<file path="src/rtl/button_autorepeat.sv">
// ============================================================================
// Module   : button_autorepeat
// Brief    : Turns a synchronized button level into one-cycle move pulses with
//            an initial pulse, a hold-off delay and a fixed auto-repeat rate.
// Revision : 1.0  initial release
// ============================================================================
`default_nettype none

module button_autorepeat #(
    parameter int DELAY_CYCLES  = 16,
    parameter int REPEAT_CYCLES = 4
) (
    input  logic clk,
    input  logic reset,
    input  logic b,
    output logic out,
    output logic rep
);

    localparam int c_MAX_CYCLES = (DELAY_CYCLES > REPEAT_CYCLES) ? DELAY_CYCLES : REPEAT_CYCLES;
    localparam int c_CNT_W      = (c_MAX_CYCLES > 1) ? $clog2(c_MAX_CYCLES) : 1;

    localparam logic [c_CNT_W-1:0] c_DELAY_LAST  = c_CNT_W'(DELAY_CYCLES - 1);
    localparam logic [c_CNT_W-1:0] c_REPEAT_LAST = c_CNT_W'(REPEAT_CYCLES - 1);
    localparam logic [c_CNT_W-1:0] c_CNT_ONE     = c_CNT_W'(1);

    typedef enum logic [1:0] {
        S_IDLE   = 2'd0,
        S_DELAY  = 2'd1,
        S_REPEAT = 2'd2
    } state_t;

    state_t             state_q, state_d;
    logic [c_CNT_W-1:0] cnt_q,   cnt_d;
    logic               out_q,   out_d;
    logic               rep_q,   rep_d;

    always_ff @(posedge clk) begin
        if (reset) begin
            state_q <= S_IDLE;
            cnt_q   <= '0;
            out_q   <= 1'b0;
            rep_q   <= 1'b0;
        end else begin
            state_q <= state_d;
            cnt_q   <= cnt_d;
            out_q   <= out_d;
            rep_q   <= rep_d;
        end
    end

    // Release is checked first so it beats a terminal count on the same edge.
    always_comb begin
        state_d = state_q;
        cnt_d   = cnt_q;
        out_d   = 1'b0;

        if (!b) begin
            state_d = S_IDLE;
            cnt_d   = '0;
        end else begin
            unique case (state_q)
                S_IDLE: begin
                    state_d = S_DELAY;
                    cnt_d   = '0;
                    out_d   = 1'b1;
                end
                S_DELAY: begin
                    if (cnt_q == c_DELAY_LAST) begin
                        state_d = S_REPEAT;
                        cnt_d   = '0;
                        out_d   = 1'b1;
                    end else begin
                        cnt_d   = cnt_q + c_CNT_ONE;
                    end
                end
                S_REPEAT: begin
                    if (cnt_q == c_REPEAT_LAST) begin
                        cnt_d   = '0;
                        out_d   = 1'b1;
                    end else begin
                        cnt_d   = cnt_q + c_CNT_ONE;
                    end
                end
                default: begin
                    state_d = S_IDLE;
                    cnt_d   = '0;
                end
            endcase
        end

        rep_d = (state_d == S_REPEAT);
    end

    assign out = out_q;
    assign rep = rep_q;

endmodule

`default_nettype wire

</file>
<file path="config.mk">
export PLATFORM = sky130hd
export DESIGN_NAME = button_autorepeat
export DESIGN_NICKNAME = d
export VERILOG_FILES = /design/src/rtl/button_autorepeat.sv
export SDC_FILE = /design/constraint.sdc
export NUM_CORES = 1
export LEC_CHECK = 0
export CORE_AREA = 8 8 45 47
export DETAILED_ROUTE_END_ITERATION = 8
export DIE_AREA = 0 0 53 55
export DONT_BUFFER_PORTS = 1
export SKIP_CTS_REPAIR_TIMING = 1
export SYNTH_ARGS = -nofsm -noshare
export SYNTH_HDL_FRONTEND = slang
export SYNTH_SLANG_ARGS = --single-unit
</file>
<file path="constraint.sdc">
create_clock -name clk -period 2.1 [get_ports clk]
set_input_delay 0 -clock clk [delete_from_list [all_inputs] [get_ports clk]]
set_output_delay 0 -clock clk [all_outputs]
set_load 0.02 [all_outputs]
</file>
==> results.tsv, run 1 <==
metric	value	unit
max_freq	672	MHz
required	2.24	ns
dp_worst_setup_slack	0.630	ns
fin_ws	0.612	ns
cts_tree	yes	
syn_inst	43	
end_kind	register	
start_util	0.307	
cts_inserted_buffers	3	
layout_min_cycle_time	1.49	ns
drt_pass1_iterations	4	
worst_slew_pin_slew	0.265	ns
num-fill-cells	141	
cts.sinks	8	
via_per_inst	5.35	
drive_gt1_frac	0.128	
antenna_found_initial	0	
drtIter0Drc	8	
finalSetupViolations	0	
instances_no_fill	63	
period_share	0.709	
synth_cell_types	23	
cts.clk_slew.worst_paths	0.05	ns
slew_headroom	0.823	
synth-seq-cells	8	
grt_max_degree	8	
area_growth	12.4	%
r2r.worst_path.cells	5	
hold_violations	0	
netlist_area	424	sq um
post_dp_cell_area	444	sq um
cts-root-buf	clkbuf_4	
slew_viol_final	0	
synthXorXnorAreaFrac	0.0206	
ys_warn_count	0	
hold-path-cell-count	2	
final_common_cell	dfxtp_1	
num_vias	337	
place_congestion	0.733	
synthSimpleGateAreaFrac	0.257	
holdWs	0.00224	ns
grt_usage	0.0701	
critPathKind	register to register	
h-tree-depth	1	
synthMuxAreaShare	0.0236	
wl_per_cell	12.7	um
diodes	0	
io_pins	5	
dp_cells	59	
clock_latency	0.26	ns
finalPower	0.295	mW
crit_fanout	7	
cp-start-kind	register	
synth_top_family_by_area	simple AND/OR/NAND/NOR gates	
dieArea	0.00292	sq mm
postLayoutCellArea	477	sq um
coreArea	0.00138	sq mm
rsz0062_at_grt	no	
routed_wl	802	um
p_leak	0.173	nW
cp.arrival	1.63	ns
route.detailed.drc	0	
grt_pass1_wl	1390	um
min_path_type	primary input to register	
power.density	618	mW/mm^2
final_cell_mix	dfxtp_1 (8), ha_1 (5), inv_1 (3), clkbuf_4 (3)	
peakVddDrop	0.000179	V
dieWidth	53	um
utilization	0.344	
die_h	55	um
finalNetCount	57	
maxCapViolCount	0	
outcome	finished, final reports clean	
synth-seq-area-share	0.378	
dpl.hpwl	629	um
avgSynthCellArea	9.86	sq um
syn_nets	51	
clock_skew	0.00164	ns
grt_overflow_total	0	
clock_path_buffers	2	
final_antenna_net_count	0	
num_rows	14	
grt_pass1_vias	311	
synth_fa_ha_area_frac	0.147	
io_buffers	0	
setup_tns	0	ns
synth-compound-area-share	0.147	
-- per-layer routing --
| layer | up-vias | share of wire | track usage |
|---|---|---|---|
| met4 | 0 | 0.039 | 0.0776 |
| li1 | 170 | - | - |
| met2 | 13 | 0.38 | 0.0820 |
| met1 | 150 | 0.50 | 0.0796 |
| met3 | 4 | 0.086 | 0.0428 |
| met5 | - | 0 | 0 |
-- path summary, 6_finish.rpt --
path	start	endpoint	slack, ns
setup / recovery	state_q[0]$_SDFF_PP0_	state_q[0]$_SDFF_PP0_	0.61
hold / removal	b	state_q[1]$_SDFF_PP0_	0.002
setup reg to reg	state_q[0]$_SDFF_PP0_	state_q[0]$_SDFF_PP0_	0.61
hold reg to reg	cnt_q[0]$_SDFF_PP0_	cnt_q[0]$_SDFF_PP0_	0.45
-- layout make-up --
type / instances / area (sq um) / area share
inverter: 3 / 11.3 / 0.0236
tap: 16 / 20.0 / 0.0420
sequential: 8 / 160 / 0.336
clock buffer: 3 / 22.5 / 0.0472
timing repair buffer: 1 / 10.0 / 0.0210
multi-input combinational: 32 / 253 / 0.530
-- synthesized netlist by cell type --
cell type / number / area [sq um]
dfxtp_1: 8 / 160
ha_1: 5 / 62.6
inv_1: 3 / 11.3
a21oi_1: 2 / 10.0
a311oi_1: 2 / 17.5
and4_1: 2 / 17.5
nand2_1: 2 / 7.51
nand4b_1: 2 / 17.5
nor2_1: 2 / 7.51
nor3_1: 2 / 10.0
a2111oi_2: 1 / 15.0
a21oi_2: 1 / 8.76
a31oi_1: 1 / 6.26
and4_4: 1 / 11.3
mux2i_1: 1 / 10.0
nand2b_1: 1 / 6.26
nand3_1: 1 / 5.00
nand4_1: 1 / 6.26
nor2b_1: 1 / 6.26
nor3b_1: 1 / 7.51
o21ai_0: 1 / 5.00
or2_1: 1 / 6.26
xor2_1: 1 / 8.76
-- power by group --
| part | total [mW] | internal (mW) | switching (mW) | leakage, nW |
|---|---|---|---|---|
| clock network | 0.118 | 0.0654 | 0.0530 | 0.0138 |
| logic | 0.0176 | 0.00768 | 0.00992 | 0.0943 |
| registers | 0.159 | 0.154 | 0.00422 | 0.0649 |
| total | 0.295 | 0.228 | 0.0671 | 0.173 |
-- state kept, by name (all words and copies together) (netlist names) --
register and flops:
state_q 2, out 1, cnt_q 4, rep 1
-- worst max-delay path, stage by stage, from the launching register on --
cell and delay (ns):
dfxtp_1 0.46, inv_1 0.12, ha_1 0.25, or2_1 0.28, a31oi_1 0.20, nor3_1 0.06
-- kinds of logic (layout without fill, tap and decap cells) --
group                    count (synthesis)  count (layout)
AND/OR/NAND/NOR                         17              17
XOR/XNOR                                 1               1
AO/OA/AOI/OAI                            8               8
flip-flops                               8               8
adder cells (fa/ha/maj)                  5               5
buffers and inverters                    3               7
multiplexers                             1               1
Power figures use the tool's default switching activity.
==> run 2: changes to the inputs <==
--- a/config.mk
+++ b/config.mk
@@ -5,6 +5,7 @@
 export SDC_FILE = /design/constraint.sdc
 export NUM_CORES = 1
 export LEC_CHECK = 0
+export ABC_AREA = 1
 export CORE_AREA = 8 8 45 47
 export DETAILED_ROUTE_END_ITERATION = 8
 export DIE_AREA = 0 0 53 55
==> constraint.sdc (replaced) <==
create_clock -name clk -period 1.4 [get_ports clk]
set_input_delay 0 -clock clk [delete_from_list [all_inputs] [get_ports clk]]
set_output_delay 0 -clock clk [all_outputs]
set_load 0.02 [all_outputs]
==> run 2 against run 1 <==
Net effect: the run now ends with negative hold slack left; critical path depth is 1 higher; count of clock-buffer cells in the layout stayed put; first-iteration DRC count is 75% lower; design area is 1.3% lower; synthesized area is 0.88% higher; flip-flop and latch count stayed put; die area stayed put; via count is 3.3% lower; global-route usage is 1.2 points lower; utilization is 0.45 points lower; largest cell class unchanged.
==> results.tsv, run 2 <==
metric	value	unit
slew_headroom	0.852	
maxCapViolCount	0	
dieArea	0.00292	sq mm
slew_viol_final	0	
clock_latency	0.25	ns
r2r.worst_path.cells	6	
h-tree-depth	1	
synth_edf_count	0	
ys_warn_count	0	
cts_tree	yes	
largest_reg_flops	4	
die_h	55	um
dieWidth	53	um
cts-root-buf	clkbuf_4	
routed_wl	673	um
final_antenna_net_count	0	
grt_max_degree	7	
drive_gt1_frac	0.150	
layout_min_cycle_time	1.19	ns
cp.depth	6	
num_vias	326	
cp.arrival	1.38	ns
cts.clk_slew.worst_paths	0.06	ns
synth-seq-cells	8	
syn_nets	65	
cts.sinks	8	
period_share	0.851	
outcome	finished with violations	
grt_pass1_wl	1250	um
grt_usage	0.0586	
clock_skew	0.00590	ns
grt_overflow_total	0	
clock_path_buffers	2	
start_util	0.309	
synth-main-ff-cell	dfxtp_1	
finalNetCount	70	
grt_pass1_vias	352	
place_congestion	0.819	
coreArea	0.00138	sq mm
holdWs	-0.0206	ns
num-fill-cells	148	
cpLargestDelayFamily	flip-flops	
diodes	0	
crit_top_cell	inv_1	
wl_per_cell	8.86	um
worst_slew_pin_slew	0.222	ns
async_flop_share	0	
via_per_inst	4.29	
hold_violations	2	
max_freq	839	MHz
io_pins	5	
finalSetupViolations	0	
area_growth	9.94	%
cp-start-kind	register	
synth-seq-area-share	0.374	
critPathKind	register to register	
synth_cell_types	15	
multi_input_comb_area	223	sq um
failed_checks	negative hold slack	
avgSynthCellArea	7.51	sq um
final_common_cell	inv_1	
end_kind	register	
peakVddDrop	0.000562	V
hold-path-cell-count	3	
synth.most_common_cell	inv_1	
required	1.59	ns
setup_tns	0	ns
crit_buf_inv	2	
power.density	922	mW/mm^2
syn_inst	57	
yosys.area.top_type	dfxtp_1	
antenna_found_initial	0	
ys_top_cells_by_area	dfxtp_1 (37%), ha_1 (15%), inv_1 (9.6%), nand2_1 (7.0%), nor2_1 (7.0%)	
drtIter0Drc	2	
min_path_type	primary input to register	
crit_path_cell_trace	inv_1, ha_1, inv_1, nor2_1, nand2_1, a21oi_1	
num_rows	14	
synth_top_area_share	0.374	
rsz0062_at_grt	no	
yosys-top-cells-count	inv_1 (11), dfxtp_1 (8), nand2_1 (8), nor2_1 (8)	
crit_fanout	6	
seqCellArea	160	sq um
regMostFlops	cnt_q	
dpl.hpwl	549	um
drt_pass1_iterations	2	
route.detailed.drc	0	
crit_slowest_cell	dfxtp_1	
final_cell_mix	inv_1 (11), nor2_1 (8), nand2_1 (8), dfxtp_1 (8)	
utilization	0.340	
io_buffers	0	
cts_inserted_buffers	3	
netlist_area	428	sq um
p_leak	0.244	nW
top_regs	cnt_q x4, state_q x2	
max_stage_delay	0.41	ns
run 2: cell count changes after synthesis, moves of 2 or more:
cell | previous run | this run
nand2_1 | 2 | 8
and4_1 | 2 | 0
nor2_1 | 2 | 8
a311oi_1 | 2 | 0
nand2_2 | 0 | 3
inv_1 | 3 | 11
nand4b_1 | 2 | 0
nand3_1 | 1 | 5
run 2: power breakdown:
part / switching [mW] / total, mW / internal (mW)
combinational: 0.0147 / 0.0225 / 0.00777
clock: 0.0765 / 0.174 / 0.0980
sequential: 0.00525 / 0.237 / 0.231
total: 0.0965 / 0.434 / 0.337
run 2: worst paths after layout:
check / endpoint / slack (ns) / startpoint
worst max register to register: cnt_q[2]$_SDFF_PP0_ / 0.21 / state_q[0]$_SDFF_PP0_
worst min-delay path: cnt_q[1]$_SDFF_PP0_ / -0.02 / reset
worst max-delay path: cnt_q[2]$_SDFF_PP0_ / 0.21 / state_q[0]$_SDFF_PP0_
worst min register to register: cnt_q[0]$_SDFF_PP0_ / 0.44 / cnt_q[0]$_SDFF_PP0_
run 2: worst register-to-register path: stages, from the launching register on:
cell and delay [ns]:
dfxtp_1 0.41, inv_1 0.09, ha_1 0.28, inv_1 0.05, nor2_1 0.13, nand2_1 0.07, a21oi_1 0.10
run 2: routing by layer:
| layer | wire length (um) | share of wire | track usage |
|---|---|---|---|
| met5 | 0 | 0 | 0 |
| met4 | 0 | 0 | 0.0259 |
| met3 | 48 | 0.071 | 0.0374 |
| met2 | 294 | 0.44 | 0.0957 |
| met1 | 330 | 0.49 | 0.0580 |
run 2: logic make-up (layout without fill, tap and decap cells):
group / Yosys count / after routing / synth area share
flip-flops: 8 / 8 / 0.374
XOR/XNOR: 2 / 2 / 0.0409
adder cells (fa/ha/maj): 5 / 5 / 0.146
buffers and inverters: 12 / 15 / 0.105
AO/OA/AOI/OAI: 4 / 4 / 0.0555
AND/OR/NAND/NOR: 26 / 26 / 0.278
run 2: final cells by class:
cell class              instances  share of cell area
inverters                      12              0.0957
flip-flops and latches          8               0.340
well taps                      16              0.0426
multi-input cells              37               0.473
clock buffers                   3              0.0479
run 2: stage by stage:
step / worst slack [ns] / cell area (sq um) / cells / hold WS (ns) / power [mW]
3_5_place_dp: 0.212 / 448 / 73 / 0.248 / 0.265
5_1_grt: 0.0747 / 470 / 76 / 0.000748 / 0.455
2_1_floorplan: 0.313 / 428 / 57 / 0.209 / 0.260
4_1_cts: 0.198 / 470 / 76 / -0.0227 / 0.440
6_report: 0.209 / 470 / 76 / -0.0206 / 0.434
3_3_place_gp: 0.225 / 448 / 73 / 0.249 / 0.264
==> run 3: changes to the inputs <==
==> constraint.sdc (replaced) <==
create_clock -name clk -period 1.14 [get_ports clk]
set_input_delay 0 -clock clk [delete_from_list [all_inputs] [get_ports clk]]
set_output_delay 0 -clock clk [all_outputs]
set_load 0.02 [all_outputs]
==> run 3 against run 2 <==
Net effect: the run now ends clean; power grew 25%; critical path depth stayed put; combinational power up 66%; critical path type unchanged; highest routed layer is now met4.
==> results.tsv, run 3 (synthesis gave the netlist of run 2 again) <==
metric	value	unit
outcome	finished, final reports clean	
grt_max_degree	5	
drtIter0Drc	4	
final_antenna_net_count	0	
regMostFlops	cnt_q	
holdWs	0.000807	ns
required	1.33	ns
num_vias	352	
dpl.hpwl	602	um
finalNetCount	74	
top_regs	cnt_q x4, state_q x2	
crit_end	cnt_q[0]$_SDFF_PP0_	
place_congestion	0.793	
period_share	0.940	
cpLargestDelayFamily	flip-flops	
via_per_inst	4.40	
crit-reg2reg-launch	state_q[0]$_SDFF_PP0_	
pwr-share-comb	0.068	
critPathKind	register to register	
slew_headroom	0.854	
post_dp_cell_area	470	sq um
layout_min_cycle_time	1.07	ns
crit_buf_inv	2	
wl_per_cell	9.60	um
critPathLaunch	state_q[0]$_SDFF_PP0_	
die_h	55	um
cts.sinks	8	
cp.arrival	1.26	ns
min_path_type	primary input to register	
grt_pass1_vias	347	
instances_no_fill	80	
largest_reg_flops	4	
crit_fanout	3	
area_growth	23.1	%
grt_usage	0.0662	
cts.clk_slew.worst_paths	0.06	ns
power.density	1030	mW/mm^2
clock_latency	0.26	ns
p_leak	0.260	nW
final_common_cell	inv_1	
dp_cells	76	
pwr-share-seq	0.533	
io_pins	5	
postLayoutCellArea	527	sq um
drt_pass1_iterations	4	
hold_violations	0	
rr_endpoint	cnt_q[0]$_SDFF_PP0_	
worst_slew_pin_slew	0.219	ns
grt_overflow_total	0	
drive_gt1_frac	0.313	
r2r.worst_path.cells	6	
clock_skew	0.00557	ns
finalSetupViolations	0	
utilization	0.381	
cts_inserted_buffers	3	
cts-root-buf	clkbuf_4	
route.detailed.drc	0	
io_buffers	0	
antenna_found_initial	0	
cp-start-kind	register	
grt_pass1_wl	1320	um
dieArea	0.00292	sq mm
end_kind	register	
h-tree-depth	1	
netSwitchingPower	0.124	mW
crit_slowest_cell	dfxtp_2	
start_util	0.309	
clock_path_buffers	2	
maxCapViolCount	0	
max_stage_delay	0.34	ns
diodes	0	
slew_viol_final	0	
peakVddDrop	0.000857	V
clockPowerShare	0.399	
routed_wl	768	um
cp.depth	6	
reg2reg_slack	0.07	ns
num_rows	14	
p_int	0.420	mW
dieWidth	53	um
crit_top_cell	inv_1	
coreArea	0.00138	sq mm
final_cell_mix	inv_1 (10), nand2_1 (8), nor2_1 (7), nand3_1 (5), dfxtp_1 (5)	
crit_path_cell_trace	inv_1, ha_1, inv_1, nor2_2, nand2_1, nor2_1	
cts_tree	yes	
max_freq	933	MHz
switching_share	0.228	
==> run 3: final cells by class <==
class	count	area, sq um
clock buffer	3	22.5
timing repair buffer	4	32.5
fill	143	857
multi-input combinational	37	243
sequential	8	164
tap	16	20.0
inverter	12	45.0
==> run 3: metrics by stage <==
stage,setup slack [ns],power [mW],TNS (ns)
after global routing,-0.00841,0.589,-0.0126
after detailed placement,0.00370,0.328,0
after global placement,0.0327,0.327,0
after floorplan,0.0527,0.319,0
after CTS,0.00264,0.550,0
final,0.0683,0.544,0
==> run 3: worst reg2reg max path: stages (launching register included) <==
cell and delay, ns:
dfxtp_2 0.34, inv_1 0.06, ha_1 0.27, inv_1 0.06
nor2_2 0.10, nand2_1 0.09, nor2_1 0.09
==> run 3: routing by layer <==
layer / global-route usage / share of wire / up-vias
li1: - / - / 188
met1: 0.0670 / 0.48 / 151
met2: 0.0879 / 0.41 / 11
met3: 0.0455 / 0.083 / 2
met4: 0.0647 / 0.027 / 0
met5: 0 / 0 / -
==> run 3: how the worst min path moves through the flow <==
stage,end,cells after the start,from,slack [ns]
after floorplan,cnt_q[1]$_SDFF_PP0_,3,reset,0.21
after global placement,cnt_q[1]$_SDFF_PP0_,3,reset,0.25
after detailed placement,rep$_SDFF_PP0_,3,b,0.25
after CTS,cnt_q[1]$_SDFF_PP0_,3,reset,-0.01
after global routing,cnt_q[1]$_SDFF_PP0_,3,reset,0.002
final,cnt_q[1]$_SDFF_PP0_,3,reset,0.0008
==> run 3: power by group through the flow <==
stage          Sequential [mW]  Combinational [mW]  Clock [mW]
2_1_floorplan            0.296              0.0231           0
4_1_cts                  0.289              0.0331       0.228
5_1_grt                  0.290              0.0419       0.257
3_5_place_dp             0.295              0.0331           0
3_3_place_gp             0.295              0.0317           0
6_report                 0.290              0.0373       0.217
